$ cat src/rtl/multicycle_alu.sv
// Multi-cycle EX-stage ALU: 17 single-cycle integer ops with registered result,
// plus iterative signed/unsigned multiply and divide into HI/LO.
module multicycle_alu #(
   parameter int WIDTH = 32,
   parameter int SHW   = $clog2(WIDTH)
) (
   input  logic             clk,
   input  logic             rst,
   input  logic             start,
   input  logic [4:0]       op,
   input  logic [WIDTH-1:0] a,
   input  logic [WIDTH-1:0] b,
   output logic             ready,
   output logic             busy,
   output logic             done,
   output logic [WIDTH-1:0] out,
   output logic [WIDTH-1:0] hi,
   output logic [WIDTH-1:0] lo,
   output logic             zero,
   output logic             sml,
   output logic             overflow,
   output logic             div_by_zero
);

   localparam logic [1:0] S_IDLE = 2'd0, S_ITER = 2'd1, S_FIX = 2'd2, S_RES = 2'd3;

   localparam logic [4:0] OP_ADD  = 5'h00, OP_SUB  = 5'h01, OP_SLT  = 5'h02, OP_AND  = 5'h03,
                          OP_NOR  = 5'h04, OP_OR   = 5'h05, OP_XOR  = 5'h06, OP_SLL  = 5'h07,
                          OP_SRL  = 5'h08, OP_SLTU = 5'h09, OP_SLLV = 5'h0C, OP_SRA  = 5'h0D,
                          OP_SRAV = 5'h0E, OP_SRLV = 5'h0F, OP_LUI  = 5'h10, OP_MULT = 5'h11,
                          OP_MULTU = 5'h12, OP_DIV = 5'h13, OP_DIVU = 5'h14, OP_MFHI = 5'h15,
                          OP_MFLO = 5'h16;

   localparam logic [WIDTH-1:0] MOST_NEG = {1'b1, {(WIDTH-1){1'b0}}};
   localparam logic [SHW:0]     CNT_INIT = (SHW+1)'(WIDTH);
   localparam logic [SHW:0]     CNT_ONE  = (SHW+1)'(1);

   logic [1:0]       state;
   logic [SHW:0]     count;
   logic             is_div, sign_q, neg_q, neg_r;
   logic [WIDTH-1:0] a_q, b_q, dvsr, acc_lo;
   logic [WIDTH:0]   acc_hi;

   assign ready = (state == S_IDLE);
   assign busy  = ~ready;
   assign done  = (state == S_RES);

   // single-cycle datapath, evaluated on the live inputs at accept
   logic [WIDTH-1:0] sc_res, sum, dif;
   logic             sc_ovf;
   logic [SHW-1:0]   sh;

   assign sh  = a[SHW-1:0];
   assign sum = a + b;
   assign dif = a - b;

   always_comb begin
      sc_res = '0;
      sc_ovf = 1'b0;
      case (op)
         OP_ADD: begin
            sc_res = sum;
            sc_ovf = (a[WIDTH-1] == b[WIDTH-1]) && (sum[WIDTH-1] != a[WIDTH-1]);
         end
         OP_SUB: begin
            sc_res = dif;
            sc_ovf = (a[WIDTH-1] != b[WIDTH-1]) && (dif[WIDTH-1] != a[WIDTH-1]);
         end
         OP_SLT:           sc_res = {{(WIDTH-1){1'b0}}, $signed(a) < $signed(b)};
         OP_AND:           sc_res = a & b;
         OP_NOR:           sc_res = ~(a | b);
         OP_OR:            sc_res = a | b;
         OP_XOR:           sc_res = a ^ b;
         OP_SLL, OP_SLLV:  sc_res = b << sh;
         OP_SRL, OP_SRLV:  sc_res = b >> sh;
         OP_SLTU:          sc_res = {{(WIDTH-1){1'b0}}, a < b};
         OP_SRA, OP_SRAV:  sc_res = $signed(b) >>> sh;
         OP_LUI:           sc_res = b << (WIDTH/2);
         OP_MFHI:          sc_res = hi;
         OP_MFLO:          sc_res = lo;
         default:          sc_res = '0;
      endcase
   end

   logic             is_multi, sign_in;
   logic [WIDTH-1:0] mag_a, mag_b;

   assign is_multi = (op >= OP_MULT) && (op <= OP_DIVU);
   assign sign_in  = (op == OP_MULT) || (op == OP_DIV);
   assign mag_a    = (sign_in && a[WIDTH-1]) ? -a : a;
   assign mag_b    = (sign_in && b[WIDTH-1]) ? -b : b;

   // one iteration: shift-add for multiply, restoring subtract for divide
   logic [WIDTH:0]   step_sum, rem_sh, rem_diff, nxt_hi;
   logic [WIDTH-1:0] nxt_lo;

   always_comb begin
      step_sum = acc_hi + (acc_lo[0] ? {1'b0, dvsr} : '0);
      rem_sh   = {acc_hi[WIDTH-1:0], acc_lo[WIDTH-1]};
      rem_diff = rem_sh - {1'b0, dvsr};
      if (!is_div) begin
         nxt_hi = {1'b0, step_sum[WIDTH:1]};
         nxt_lo = {step_sum[0], acc_lo[WIDTH-1:1]};
      end else if (!rem_diff[WIDTH]) begin
         nxt_hi = rem_diff;
         nxt_lo = {acc_lo[WIDTH-2:0], 1'b1};
      end else begin
         nxt_hi = rem_sh;
         nxt_lo = {acc_lo[WIDTH-2:0], 1'b0};
      end
   end

   // sign correction and divide special cases
   logic [2*WIDTH-1:0] prod;
   logic [WIDTH-1:0]   quo, rem, fix_hi, fix_lo;
   logic               fix_ovf, fix_dbz;

   always_comb begin
      prod    = {acc_hi[WIDTH-1:0], acc_lo};
      quo     = neg_q ? -acc_lo : acc_lo;
      rem     = neg_r ? -acc_hi[WIDTH-1:0] : acc_hi[WIDTH-1:0];
      fix_ovf = 1'b0;
      fix_dbz = 1'b0;
      if (neg_q) prod = -prod;
      if (!is_div) begin
         fix_hi = prod[2*WIDTH-1:WIDTH];
         fix_lo = prod[WIDTH-1:0];
      end else if (b_q == '0) begin
         fix_hi  = a_q;
         fix_lo  = '1;
         fix_dbz = 1'b1;
      end else begin
         fix_hi  = rem;
         fix_lo  = quo;
         fix_ovf = sign_q && (a_q == MOST_NEG) && (b_q == '1);
      end
   end

   always_ff @(posedge clk) begin
      if (rst) begin
         state       <= S_IDLE;
         count       <= '0;
         is_div      <= 1'b0;
         sign_q      <= 1'b0;
         neg_q       <= 1'b0;
         neg_r       <= 1'b0;
         a_q         <= '0;
         b_q         <= '0;
         dvsr        <= '0;
         acc_lo      <= '0;
         acc_hi      <= '0;
         out         <= '0;
         hi          <= '0;
         lo          <= '0;
         zero        <= 1'b0;
         sml         <= 1'b0;
         overflow    <= 1'b0;
         div_by_zero <= 1'b0;
      end else begin
         case (state)
            S_IDLE: if (start) begin
               a_q <= a;
               b_q <= b;
               if (is_multi) begin
                  state  <= S_ITER;
                  count  <= CNT_INIT;
                  is_div <= (op == OP_DIV) || (op == OP_DIVU);
                  sign_q <= sign_in;
                  neg_q  <= sign_in && (a[WIDTH-1] ^ b[WIDTH-1]);
                  neg_r  <= sign_in && a[WIDTH-1];
                  acc_hi <= '0;
                  if ((op == OP_DIV) || (op == OP_DIVU)) begin
                     acc_lo <= mag_a;
                     dvsr   <= mag_b;
                  end else begin
                     acc_lo <= mag_b;
                     dvsr   <= mag_a;
                  end
               end else begin
                  state       <= S_RES;
                  out         <= sc_res;
                  zero        <= (sc_res == '0);
                  sml         <= (a < b);
                  overflow    <= sc_ovf;
                  div_by_zero <= 1'b0;
               end
            end
            S_ITER: begin
               acc_hi <= nxt_hi;
               acc_lo <= nxt_lo;
               count  <= count - CNT_ONE;
               if (count == CNT_ONE) state <= S_FIX;
            end
            S_FIX: begin
               hi          <= fix_hi;
               lo          <= fix_lo;
               out         <= fix_lo;
               zero        <= (fix_lo == '0);
               sml         <= (a_q < b_q);
               overflow    <= fix_ovf;
               div_by_zero <= fix_dbz;
               state       <= S_RES;
            end
            default: state <= S_IDLE;
         endcase
      end
   end

endmodule

$ cat config.mk
export PLATFORM = sky130hd
export DESIGN_NAME = multicycle_alu
export DESIGN_NICKNAME = d
export VERILOG_FILES = /design/src/rtl/multicycle_alu.sv
export SDC_FILE = /design/constraint.sdc
export NUM_CORES = 2
export LEC_CHECK = 0
export BUFFER_PORTS_ARGS = -buffer_cell sky130_fd_sc_hd__buf_2
export CORE_MARGIN = 1
export CORE_UTILIZATION = 57
export DETAILED_ROUTE_END_ITERATION = 6
export HOLD_SLACK_MARGIN = 0.12
export PLACE_DENSITY = 0.8
export SYNTH_ARGS = -nofsm -noshare
export SYNTH_HDL_FRONTEND = slang
export SYNTH_SLANG_ARGS = --single-unit
$ cat constraint.sdc
create_clock -name clk -period 6.35 [get_ports clk]
set_input_delay 0.635 -clock clk [delete_from_list [all_inputs] [get_ports clk]]
set_output_delay 0.635 -clock clk [all_outputs]
set_load 0.01 [all_outputs]
### Word-level counts from Yosys, hierarchy flattened

Index checks and enable logic that the tools add are counted.
Widths: inputs -> output; s select.

| operators by class | value |
|---|---|
| bitwise operators | 6 |
| shift operators | 3 |
| reduce and logical (&&, ||, !) cells | 25 |
| equality and inequality tests | 33 |
| add/sub/neg operators | 10 |
| order comparisons | 5 |
| mux-type cells | 50 |

Operators with widths:

| operator | count |
|---|---|
| $mux 32 | 16 |
| $pmux 32 s14 | 1 |
| $mux 33 | 4 |
| $neg 32->32 | 4 |
| $pmux 32 s2 | 2 |
| $logic_not 32->1 | 3 |
| $lt 32x32->1 | 3 |
| $pmux 33 s2 | 1 |
| $eq 32x32->1 const B | 2 |
| $mux 64 | 1 |
| $neg 64->64 | 1 |
| $add 33x32->33 | 1 |
| $sub 33x32->33 | 1 |
| $add 32x32->32 | 1 |
| $and 32x32->32 | 1 |
| $not 32->32 | 1 |
| $or 32x32->32 | 1 |
| $shl 32x5->32 | 1 |
| $shr 32x5->32 | 1 |
| $sshr 32x5->32 | 1 |
| $sub 32x32->32 | 1 |
| $xor 32x32->32 | 1 |
| $eq 5x4->1 const B | 6 |
| $eq 5x5->1 const B | 6 |
| 29 further kinds | 71 |

| storage, ports and cells | value |
|---|---|
| flip-flop bits (word level) | 273 |
| logic and storage cells | 150 |
| input bits | 72 |
| output and inout bits | 103 |

### Depth between registers and ports, before layout

| depth | value |
|---|---|
| depth in word-level cells | 8 |
| mapped depth | 24 |
| depth with buffers taken out | 22 |

### Worst setup path before layout

Ideal clock, no wire load.

| path | value |
|---|---|
| kind | in2reg |
| start point | in a[3] |
| end point | reg out[30] |
| data required time | 6218 ps |
| stages | 18 |
| setup slack | 1411 ps |
| library setup time | 132 ps |
| arrival time | 4807 ps |
| buffers on the path | 4 |
| cells stage by stage | clkbuf_1 -> clkinv_1 -> clkbuf_1 -> clkbuf_1 -> ha_1 -> clkbuf_1 -> nor2b_1 -> a211o_1 -> a211oi_1 -> a41oi_1 -> a211o_1 -> o41ai_1 -> a21boi_0 -> a21o_1 -> nor4b_1 -> a211oi_1 -> a21bo_2 -> a21oi_1 |

| on the way | value |
|---|---|
| word-level cells in the longest chain between the ends | 5 |
| elaborated cells between the ends (all ways) | 9 |
| those cells by class | add/sub (2); shift (3); mux (4) |

Ends and longest elaborated chain:

| element | line | RTL |
|---|---|---|
| from (decl) | 11 | `input logic [WIDTH-1:0] a,` |
| $sub 32x32->32, or another cell as far along | 55 | `assign dif = a - b;` |
| $pmux 32 s14 (*) | 60 | `case (op)` |
| $mux 32 (*) | 164 | `if (is_multi) begin` |
| $mux 32 (*) | 161 | `S_IDLE: if (start) begin` |
| $pmux 32 s2 (*) | 160 | `case (state)` |
| to (signal assigned) | 181 | `out <= sc_res;` |
| to (signal assigned) | 197 | `out <= fix_lo;` |
| to (decl) | 16 | `output logic [WIDTH-1:0] out,` |

Every way passes the cells marked *; elsewhere a longest branch is shown, timed or not. The select of a mux whose other input is x is not followed.
A chain may end at the register's enable or synchronous reset.

### Worst setup path in the final report

| path | value |
|---|---|
| start point | reg acc_lo[31] |
| end point | reg acc_hi[30] |

| on the way | value |
|---|---|
| word-level cells in the longest chain between the ends | 4 |

Ends and longest elaborated chain:

| element | line | RTL |
|---|---|---|
| from (decl) | 41 | `logic [WIDTH-1:0] a_q, b_q, dvsr, acc_lo;` |
| from (signal assigned) | 173 | `acc_lo <= mag_a;` |
| from (signal assigned) | 176 | `acc_lo <= mag_b;` |
| from (signal assigned) | 190 | `acc_lo <= nxt_lo;` |
| $sub 33x32->33 | 100 | `rem_diff = rem_sh - {1'b0, dvsr};` |
| $mux 33 | 104 | `end else if (!rem_diff[WIDTH]) begin` |
| $mux 33 | 101 | `if (!is_div) begin` |
| $pmux 33 s2 | 160 |  |
| to (signal assigned) | 189 | `acc_hi <= nxt_hi;` |
| to (decl) | 42 | `logic [WIDTH:0] acc_hi;` |

No other way between the ends.

==> results.ini <==
[sta]
worst_pin_slew_ns = 1.404
drv_slew = 0
hold_viol_final = 0
rsz0062_at_grt = no
hold_slack_ns = 0.3561
finClkSkew_ns = 0.02212
layout_min_cycle_time_ns = 5.630
max_freq_ghz = 0.1776
relSlewSlack_pct = 6.390
setup_viol = 0
post-route-period-util_pct = 88.67
setup-tns-final_ns = 0
final.setup.worst_slack_ns = 0.7195

[floorplan]
design.die.area_um2 = 54940
boundaryPins = 175
core_um2 = 52970
fp.dieW_um = 234.4
start_util_pct = 58.11
rows = 84
die_y_um = 234.4

[layout]
fillers = 4803
drive_above_1_share_pct = 12.42
fin_nets = 4512
area_growth_syn_to_layout_pct = 7.577
multi_input_area_um2 = 23270
fin_util_pct = 62.51
design_area_um2 = 33110
final-seq-area_um2 = 5470

[yosys]
syn_area_um2 = 30780
ys_types = 91
synth_top_area_share_pct = 17.75
netlist_instances = 4271
syn_nets = 4555
synth-edff-count = 0
synthTopCellsByCount = nand2_1, nor2_1, a21oi_1, clkbuf_1, dfxtp_1
async_flop_share_pct = 0
yosys-top-cells-area = dfxtp_1, ha_1, nand2_1
synthFlopType = dfxtp_1
avgSynthCellArea_um2 = 7.207
synth_largest_area_cell = dfxtp_1
synth_warnings = 0
ys_ff_latch = 273
synth_seq_area_share_pct = 17.75
synthMostInstantiatedCell = nand2_1

[detailed_routing]
via_per_inst = 7.432
ant_nets = 0
drt_iter0_drc = 6492
wirelength_mm = 159.5
wl_per_cell_um = 32.23
drt_pre_antenna_iters = 7
drc = 47
dr_total_vias = 36790

[global_routing]
grt_pass1_wl_mm = 224.3
grt_pass1_vias = 32760
grt_max_degree = 190
antenna_found_initial = 15
grt_remaining_overflow = 0
gr-usage-all-layers_pct = 56.25

[placement]
hpwl_mm = 120.3
placed_area_um2 = 32070
io_buffers = 174
dpl_worst_slack_ns = 0.9290
finalWeightedCongestion = 1.171

[worst_setup_path]
endpoint_kind = register
arrival_ns = 6.16
worstPathRequired_ns = 6.88
crit_type = reg -> reg
cp_max_fo = 31
start_kind = register

[flow_run]
drv_cap = 0

[clock_tree]
holdBufCountCts = 0
cts_htree_levels = 1
cts_setup_buffers = 0
cts_tree = yes
cts-root-buf = clkbuf_16
clock_path_buffers = 3
cts_num_sinks = 273
cts_made_buffers = 30
clk_pin_slew_ns = 0.07
clk_latency_ns = 0.60
cts-resized-gates = 0

[min_path]
hold_class = in -> reg

[run_status]
violations = DRC
status = complete, but fails checks

[power_and_ir_drop]
powerDensity_nw_per_um2 = 265.5
leakage_nw = 13.32
ir_worst_vdd_uv = 355.4

sequential cells by signal, summed over array words and instances (netlist names), 2 cells and up:
| register | count |
|---|---|
| acc_hi | 33 |
| a_q | 32 |
| acc_lo | 32 |
| b_q | 32 |
| dvsr | 32 |
| hi | 32 |
| lo | 32 |
| out | 32 |
| count | 6 |
| state | 2 |
cell families after synthesis:
group                      after synthesis  synth area share [%]
buffers and inverters                  551                 6.890
DFF                                    273                 17.75
AOI/OAI and AO/OA                     1325                 28.54
and+or+nand+nor                       1483                 22.21
xor gates and xnor gates               225                 6.402
muxes                                  202                 9.491
adders and majority gates              212                 8.715
final timing paths:
kind / start / endpoint / slack [ns] / depth (start not counted)
worst min-delay path: a[24] / a_q[24] / 0.36 / 3
worst max-delay path: acc_lo[31] / acc_hi[30] / 0.72 / 22
worst min register to register: out[29] / out[29] / 0.45 / 2
worst max register to register: acc_lo[31] / acc_hi[30] / 0.72 / 22
critical path, cell delays in order, from the launching register on:
cell      delay (ns)
dfxtp_1         0.35
inv_1           0.09
ha_1            0.17
inv_1           0.06
fa_1            0.42
a211oi_1        0.30
o21ai_0         0.17
a22oi_1         0.42
o211ai_1        0.21
nand3_1         0.17
a311oi_1        0.16
a41o_1          0.30
or2_2           0.30
a21oi_1         0.17
o21bai_1        0.09
a21o_1          0.18
ha_2            0.82
inv_1           0.39
nor3_1          0.31
a21oi_1         0.07
a21oi_1         0.15
nor2_1          0.06
o21ai_0         0.19
per-layer routing:
| metal | vias to the layer above | track usage, % | routed length, µm |
|---|---|---|---|
| li1 | 15540 | - | - |
| met1 | 17140 | 69.86 | 57250 |
| met2 | 3288 | 77.44 | 61750 |
| met3 | 816 | 24.05 | 26520 |
| met4 | 6 | 39.46 | 13990 |
| met5 | - | 0 | 37 |
final cells by class:
type / instances / area share [%]
Multi-Input combinational cell: 3447 / 70.28
Sequential cell: 273 / 16.52
Timing Repair Buffer: 284 / 5.286
Tap cell: 688 / 2.600
Clock buffer: 35 / 2.475
Inverter: 192 / 2.176
Clock inverter: 21 / 0.5894
Antenna cell: 10 / 0.07557
metrics by stage:
step                      std cells  power [mW]
after floorplan                4271       5.030
after global placement         4884       6.604
after detailed placement       4884       6.680
after CTS                      4940       8.470
after global routing           4940       9.050
final                          4950       8.792
power breakdown:
group | switching [mW] | internal (mW)
clock | 0.826 | 0.982
sequential | 0.626 | 2.05
combinational | 2.86 | 1.44
total | 4.31 | 4.48
layout by cell type (no fill, tap or decap), types with 23 or more instances in the layout:
cell type,count
nand2b_1,39
nand4_1,54
nor2b_1,32
clkbuf_16,30
mux4_2,66
xnor2_1,150
buf_2,170
a21oi_1,359
a22oi_1,44
a21o_1,70
ha_1,205
buf_4,110
mux2i_1,77
nor3_1,111
dfxtp_1,271
or3_1,29
mux2_2,59
o211ai_1,97
o22ai_1,27
xor2_1,75
and3_1,26
o21a_1,26
and2_1,23
nor2_1,434
nand3_1,88
o31ai_1,36
nand2_1,500
nor4_1,53
inv_1,188
a31oi_1,38
o21ai_0,218
a211oi_1,148
No activity file was read; power rests on OpenSTA's default activity.
